File: src/rtl/wshb_arbiter2.sv
// Two-master Wishbone arbiter feeding the RAM controller.
// Round-robin on ties, burst lock on cyc, watchdog on stalled strobes.
module wshb_arbiter2 #(
  parameter int ADDR_WIDTH = 32,
  parameter int DATA_WIDTH = 32,
  parameter int TIMEOUT    = 255
) (
  input  logic                    clk,
  input  logic                    rst_n,
  input  logic                    m0_cyc,
  input  logic                    m0_stb,
  input  logic                    m0_we,
  input  logic [ADDR_WIDTH-1:0]   m0_adr,
  input  logic [DATA_WIDTH-1:0]   m0_dat_ms,
  input  logic [DATA_WIDTH/8-1:0] m0_sel,
  output logic                    m0_ack,
  output logic                    m0_err,
  output logic [DATA_WIDTH-1:0]   m0_dat_sm,
  input  logic                    m1_cyc,
  input  logic                    m1_stb,
  input  logic                    m1_we,
  input  logic [ADDR_WIDTH-1:0]   m1_adr,
  input  logic [DATA_WIDTH-1:0]   m1_dat_ms,
  input  logic [DATA_WIDTH/8-1:0] m1_sel,
  output logic                    m1_ack,
  output logic                    m1_err,
  output logic [DATA_WIDTH-1:0]   m1_dat_sm,
  output logic                    s_cyc,
  output logic                    s_stb,
  output logic                    s_we,
  output logic [ADDR_WIDTH-1:0]   s_adr,
  output logic [DATA_WIDTH-1:0]   s_dat_ms,
  output logic [DATA_WIDTH/8-1:0] s_sel,
  input  logic                    s_ack,
  input  logic                    s_err,
  input  logic                    s_rty,
  input  logic [DATA_WIDTH-1:0]   s_dat_sm,
  output logic [1:0]              grant
);

  localparam int SW = DATA_WIDTH / 8;
  localparam logic [7:0] CNT_LAST = 8'(TIMEOUT - 1);

  typedef enum logic [1:0] {
    IDLE,
    GNT0,
    GNT1
  } state_e;

  state_e                state_q, state_d;
  logic                  last_q, last_d;
  logic [7:0]            cnt_q, cnt_d;

  logic                  o_cyc;
  logic                  o_stb;
  logic                  o_we;
  logic [ADDR_WIDTH-1:0] o_adr;
  logic [DATA_WIDTH-1:0] o_dat;
  logic [SW-1:0]         o_sel;
  logic                  own0;
  logic                  own1;
  logic                  wdog_err;
  logic                  unused_rty;

  assign unused_rty = s_rty;
  assign own0 = (state_q == GNT0);
  assign own1 = (state_q == GNT1);

  // Owner mux: everything is zero while nobody holds the bus.
  always_comb begin
    o_cyc = 1'b0;
    o_stb = 1'b0;
    o_we  = 1'b0;
    o_adr = '0;
    o_dat = '0;
    o_sel = '0;
    unique case (1'b1)
      own0: begin
        o_cyc = m0_cyc;
        o_stb = m0_stb;
        o_we  = m0_we;
        o_adr = m0_adr;
        o_dat = m0_dat_ms;
        o_sel = m0_sel;
      end
      own1: begin
        o_cyc = m1_cyc;
        o_stb = m1_stb;
        o_we  = m1_we;
        o_adr = m1_adr;
        o_dat = m1_dat_ms;
        o_sel = m1_sel;
      end
      default: ;
    endcase
  end

  // Ack in the same cycle suppresses the watchdog.
  assign wdog_err = (own0 | own1) & o_stb & ~s_ack
                  & (cnt_q == CNT_LAST);

  always_comb begin
    state_d = state_q;
    last_d  = last_q;
    cnt_d   = cnt_q;
    unique case (state_q)
      GNT0: begin
        if (!m0_cyc) state_d = IDLE;
      end
      GNT1: begin
        if (!m1_cyc) state_d = IDLE;
      end
      default: begin
        if (m0_cyc && (!m1_cyc || last_q)) begin
          state_d = GNT0;
          last_d  = 1'b0;
        end else if (m1_cyc) begin
          state_d = GNT1;
          last_d  = 1'b1;
        end
      end
    endcase
    if (state_q == IDLE || !o_stb || s_ack || wdog_err)
      cnt_d = '0;
    else
      cnt_d = cnt_q + 8'd1;
  end

  always_ff @(posedge clk or negedge rst_n) begin
    if (!rst_n) begin
      state_q <= IDLE;
      last_q  <= 1'b1;
      cnt_q   <= '0;
    end else begin
      state_q <= state_d;
      last_q  <= last_d;
      cnt_q   <= cnt_d;
    end
  end

  assign s_cyc    = o_cyc;
  assign s_stb    = o_stb & ~wdog_err;
  assign s_we     = o_we;
  assign s_adr    = o_adr;
  assign s_dat_ms = o_dat;
  assign s_sel    = o_sel;

  assign m0_ack    = own0 & s_ack;
  assign m0_err    = own0 & (s_err | wdog_err);
  assign m0_dat_sm = own0 ? s_dat_sm : '0;
  assign m1_ack    = own1 & s_ack;
  assign m1_err    = own1 & (s_err | wdog_err);
  assign m1_dat_sm = own1 ? s_dat_sm : '0;

  assign grant = {own1, own0};

endmodule

File: config.mk
export PLATFORM = sky130hd
export DESIGN_NAME = wshb_arbiter2
export DESIGN_NICKNAME = d
export VERILOG_FILES = /design/src/rtl/wshb_arbiter2.sv
export SDC_FILE = /design/constraint.sdc
export NUM_CORES = 1
export LEC_CHECK = 0
export ABC_AREA = 1
export BUFFER_PORTS_ARGS = -buffer_cell sky130_fd_sc_hd__buf_4
export CORE_AREA = 2 2 125 127
export DETAILED_ROUTE_END_ITERATION = 10
export DIE_AREA = 0 0 127 129
export SETUP_SLACK_MARGIN = 0.2
export SLEW_MARGIN = 30
export SYNTH_ARGS = -nofsm -noshare
export SYNTH_HDL_FRONTEND = slang
export SYNTH_SLANG_ARGS = --single-unit
File: constraint.sdc
create_clock -name clk -period 2.2 [get_ports clk]
set_clock_uncertainty 0.05 [all_clocks]
set_input_delay 0.44 -clock clk [delete_from_list [all_inputs] [get_ports clk]]
set_output_delay 0.44 -clock clk [all_outputs]
set_load 0.01 [all_outputs]
==> results.md, run 1 <==
* Outcome: finished, final reports clean
* Worst slew margin relative to its limit at 83.4%
* Synth Warn # at 0
* Mean post-synth cell area at 4.85 sq um
* Nets at 977
* Seq cells post-synth at 11
* Die area at 16400 sq um
* Post-synthesis cell type count at 20
* Pleak at 3.24 nW
* CP Class: reg -> out
* Critical path fanouts, max at 8
* M2 GR Usage at 23.3%
* Cell Area, Synth at 2260 sq um
* Max incr delay on CP at 0.40 ns
* Mapped Cells at 465
* Power density over cell area at 1010 nW/um^2
* Hold Vio Cnt, Final at 0
* First-pass GRT wire length at 17400 um
* DP Wirelength at 8920 um
* # setup viols final at 0
* Commonest non-fill, non-tap cell in the layout: buf_4
* Clock Sinks at 11
* Hold_ws at 0.446 ns
* Commonest non-fill, non-tap cells in the layout: buf_4, nand2_1, inv_1
* Chip height at 129 um
* Slew @ Worst Pin at 0.248 ns
* Fmax achieved at 472 MHz
* Final Max Slew Viols at 0
* Met1 Track Usage GR at 16.1%
* Syn Nets at 650
* Reg clk slew, reported paths at 0.04 ns
* Largest area contributor in the netlist: nand2_1
* Antenna-violating nets left at 0
* Unrepaired setup endpoints after global routing: yes
* Final min period at 2.12 ns
* Worst-skew pair later-pin latency at 0.23 ns
* HP Class: reg -> reg
* GRT Total Usage at 12.8%
* Antenna cells at 0
* Final WL at 14100 um
* EDFF count, synth at 0
* Slowest cell on crit path: dfrtp_1
* Synth top area share at 37.4%
* Hold Crit Depth at 1
* Share of cells above drive strength 1 at 56.3%
* Wire per inst at 14.4 um
* Drt drc at 0
* Vias in the first global route at 3497
* GR Overflow Total at 0
* Critical-path cell list: inv_2, ha_4, buf_12, clkbuf_16, nand2_2, a21oi_2, buf_4
* Die Width at 127 um
* Busiest grt layer: met2
* CTS buffer count at 3
* IO buf count at 318
* Vias/cell at 4.07
* Async SR Flop Fraction at 100%
* Pin count of the biggest net entering global routing at 59
* Max VDD drop at 647 uV
* Initial antenna violation count at 0
* Row cnt at 45
* GPL Wtd Cong at 0.766
* Initial core utilization at 15.1%
* Initial DRC Count at 126
* Core area at 15000 sq um
* Post-synthesis sequential area ratio at 12.3%
* WP data arrival at 1.63 ns
* Critical path endpoint category: output port
* Max-Cap Viols at 0
* Worst EP required at 1.71 ns
* Root Buffer: clkbuf_16
* H-tree lvl count at 1
* IO Count at 320
* Via count at 3982
* Top cells by area, synth: nand2_1, a21oi_1, inv_1
* PnR Total Power at 5.78 mW
* Area grow syn2layout at 154%
* R2r setup slk at 0.51 ns
* Reg2reg path depth at 10
* CP Launch Type: flip-flop
* DRT Pass-1 Iters at 4
* Longest Clk Path Bufs at 2
* Final worst-path cycle share at 96.4%
* CTS tree: yes
* Routing usage on met3 at 2.54%
* Prevailing post-synth register cell: dfrtp_1
-- cell type report --
type	count	area (sq um)
inverter	79	307
multi-input combinational	342	1820
fill	1595	9240
tap	188	235
clock buffer	4	78.8
sequential	11	277
timing repair buffer	355	3010
-- synth_stat cells, types with 2 or more instances --
master    count
nand3_1       5
clkbuf_1     11
inv_1        78
nand2_1     225
nor2_4        2
buf_4         5
nand2_2       5
dfrtp_1      10
nor2_2        9
nor2_1       12
o21ai_0       3
buf_2        17
ha_1          6
a21oi_1      70
xnor2_1       2
-- power breakdown --
part           total (mW)  switching (mW)  internal (mW)
combinational        5.19            2.70           2.49
clock               0.325          0.0828          0.243
sequential          0.261          0.0234          0.237
total                5.78            2.81           2.97
-- through the flow --
step | setup TNS, ns | util (%) | worst slack [ns] | std cells | instance area (sq um)
2_1_floorplan | 0 | - | 0.356 | 465 | 2260
3_3_place_gp | 0 | 32.3 | 0.178 | 946 | 4840
3_5_place_dp | 0 | 32.3 | 0.193 | 946 | 4840
4_1_cts | 0 | 34.0 | 0.0780 | 958 | 5090
5_1_grt | -0.00216 | 38.3 | -0.00138 | 979 | 5730
6_report | 0 | 38.3 | 0.0800 | 979 | 5730
-- registers in the layout, summed over array words and instances (netlist names) --
name and count:
cnt_q 8, state_q 2, last_q 1
-- timing repair --
item | CTS | global route
pin swaps | 5 | 28
hold endpoints to repair | 10 | 0
gates cloned | 2 | 14
hold buffers | 1 | 0
setup endpoints to repair | 106 | 112
gates resized for setup | 18 | 81
setup buffers | 5 | 7
-- cells by family (layout without fill, tap and decap cells) --
logic type	Yosys count	count (layout)	share of synthesized area (%)
buffers and inverters	112	438	20.4
adder cells (fa/ha/maj)	6	6	3.33
AND/OR/NAND/NOR	259	259	46.3
flip-flops	11	11	12.3
XOR/XNOR	3	3	1.16
AO/OA/AOI/OAI	74	74	16.5
-- routing by layer --
metal | wire length, um | share of wire [%]
met5 | 0 | 0
met4 | 189 | 1.3
met3 | 918 | 6.5
met2 | 7300 | 52
met1 | 5700 | 40
-- worst paths after layout --
check	start	endpoint
min	cnt_q[0]	cnt_q[0]
max reg2reg	state_q[0]	state_q[1]
min reg2reg	cnt_q[0]	cnt_q[0]
max	state_q[1]	s_adr[16]
min in group asynchronous	rst_n	cnt_q[6]
max in group asynchronous	rst_n	last_q
-- critical path, delay by kind of cell (launching register included) --
kind                       cells  cell delay, ns
and+or+nand+nor                1            0.07
DFF                            1            0.40
AOI/OAI and AO/OA              1            0.12
adders and majority gates      1            0.22
buffers and inverters          4            0.57
No activity file was read; power rests on OpenSTA's default activity.
==> inputs of run 2 (changes only) <==
--- a/config.mk
+++ b/config.mk
@@ -10,6 +10,7 @@
 export CORE_AREA = 2 2 125 127
 export DETAILED_ROUTE_END_ITERATION = 10
 export DIE_AREA = 0 0 127 129
+export RECOVER_POWER = 100
 export SETUP_SLACK_MARGIN = 0.2
 export SLEW_MARGIN = 30
 export SYNTH_ARGS = -nofsm -noshare
==> run 2 against run 1 <==
  * Utilization fell by 0.11 points
  * Non-clock buffer count did not move
  * Setup slack got worse by 0.00086 ns
  * Hold slack improved by 0.0014 ns
  * Global-route usage did not move
  * Sequential share of layout area barely moved
  * Cell count did not move
  * Count of clock-buffer cells in the layout did not move
  * Clock power barely moved
  * Critical path type unchanged
==> results.md, run 2 (synthesis gave the netlist of run 1 again) <==
* Outcome: finished, final reports clean
* DRT Pass-1 Iters at 4
* Initial DRC Count at 127
* Hold Path End: cnt_q[0]
* IO Count at 320
* Fill count at 1599
* H-tree lvl count at 1
* CTS tree: yes
* CP Launch Type: flip-flop
* Critical path endpoint category: output port
* Die area at 16400 sq um
* Critical path fanouts, max at 8
* First-pass GRT wire length at 17400 um
* IO buf count at 318
* Pleak at 3.23 nW
* CP Class: reg -> out
* Worst Min Path Start: cnt_q[0]
* Final WL at 14100 um
* Largest regs: cnt_q (8), state_q (2), last_q (1)
* Worst slew margin relative to its limit at 59.6%
* Largest Register: cnt_q
* Worst EP required at 1.71 ns
* WP data arrival at 1.63 ns
* Nets at 977
* # setup viols final at 0
* Final worst-path cycle share at 96.4%
* CTS buffer count at 3
* FF-to-FF End: cnt_q[6]
* Chip height at 129 um
* Post-route core utilization at 38.2%
* Reg clk slew, reported paths at 0.04 ns
* Fmax achieved at 471 MHz
* Final Max Slew Viols at 0
* GR Overflow Total at 0
* Max VDD drop at 638 uV
* Via count at 3983
* Slew @ Worst Pin at 0.605 ns
* Commonest non-fill, non-tap cell in the layout: buf_4
* Drt drc at 0
* PnR Total Power at 5.77 mW
* Unrepaired setup endpoints after global routing: yes
* Pin count of the biggest net entering global routing at 59
* Max incr delay on CP at 0.40 ns
* Critical R2R Launch: state_q[1]
* GPL Wtd Cong at 0.766
* Slowest cell on crit path: dfrtp_1
* Die Width at 127 um
* Final min period at 2.12 ns
* R2r setup slk at 0.39 ns
* Max-Cap Viols at 0
* HP Class: reg -> reg
* Hold Crit Depth at 1
* Antenna cells at 0
* Post-Place Worst Slack at 0.193 ns
* Worst-skew pair later-pin latency at 0.24 ns
* Longest Clk Path Bufs at 2
* Power density over cell area at 1010 nW/um^2
* Start point of the critical path: state_q[1]
* Initial antenna violation count at 0
* Initial core utilization at 15.1%
* DP Wirelength at 8920 um
* GRT Total Usage at 12.8%
* Worst setup margin at 0.0791 ns
* Critical-path cell list: inv_2, ha_4, buf_12, clkbuf_16, nand2_2, a21oi_2, buf_4
* Share of cells above drive strength 1 at 56.0%
* Reg2reg path depth at 9
* Commonest non-fill, non-tap cells in the layout: buf_4, nand2_1, inv_1
* Core area at 15000 sq um
* Row cnt at 45
* Vias/cell at 4.07
* Clock Sinks at 11
* Max reg flops at 8
* Area grow syn2layout at 153%
* Root Buffer: clkbuf_16
* Vias in the first global route at 3497
* Wire per inst at 14.4 um
* Antenna-violating nets left at 0
* Hold Vio Cnt, Final at 0
## run 2: cell types whose count changed in the layout (fill, tap and decap cells not counted), sizes merged
| cell | before | now |
|---|---|---|
| clkbuf | 12 | 13 |
| buf | 346 | 345 |
## run 2: power breakdown
group	total, mW	switching [mW]	internal (mW)	leakage, nW
Combinational	5.18	2.70	2.48	3.05
Clock	0.326	0.0837	0.243	0.0382
Sequential	0.261	0.0234	0.237	0.148
## run 2: metrics by stage
step | instances | instance area [sq um] | setup TNS, ns | hold slack [ns]
2_1_floorplan | 465 | 2260 | 0 | 0.0944
3_3_place_gp | 946 | 4840 | 0 | 0.230
3_5_place_dp | 946 | 4840 | 0 | 0.233
4_1_cts | 958 | 5090 | 0 | 0.450
5_1_grt | 979 | 5720 | -0.00216 | 0.460
6_report | 979 | 5720 | 0 | 0.448
## run 2: area by class of cell
cell class / instances / area, sq um / area share (%)
flip-flops and latches: 11 / 277 / 4.84
multi-input cells: 342 / 1810 / 31.7
clock buffers: 4 / 78.8 / 1.38
inverters: 79 / 307 / 5.36
well taps: 188 / 235 / 4.11
repair buffers: 355 / 3010 / 52.6
## run 2: timing repair
item	4_1_cts	5_1_grt
pin swaps	5	28
hold buffers	1	0
resized for setup	18	81
gates cloned	2	14
endpoints found under the setup margin	106	112
buffers inserted	5	7
hold endpoints to repair	10	0
## run 2: worst max-delay path by stage
stage                    to  slack (ns)  cells after the start
2_1_floorplan  s_dat_ms[10]        0.36                      7
3_3_place_gp       s_sel[3]        0.18                      6
3_5_place_dp           s_we        0.19                      6
4_1_cts              m0_err        0.08                      9
5_1_grt               s_cyc      -0.001                      8
6_report          s_adr[16]        0.08                      7
## run 2: worst max-delay path, delay by kind of cell (launching register included)
kind | cells | cell delay (ns)
and+or+nand+nor | 1 | 0.07
AOI/OAI and AO/OA | 1 | 0.12
adders and majority gates | 1 | 0.22
buffers and inverters | 4 | 0.57
DFF | 1 | 0.40
## run 2: routing by layer
layer / part of all wire, % / routed length [um] / GRT usage (%)
met5: 0 / 0 / 0
met4: 1.3 / 189 / 1.23
met3: 6.5 / 919 / 2.54
met2: 52 / 7300 / 23.3
met1: 40 / 5720 / 16.1
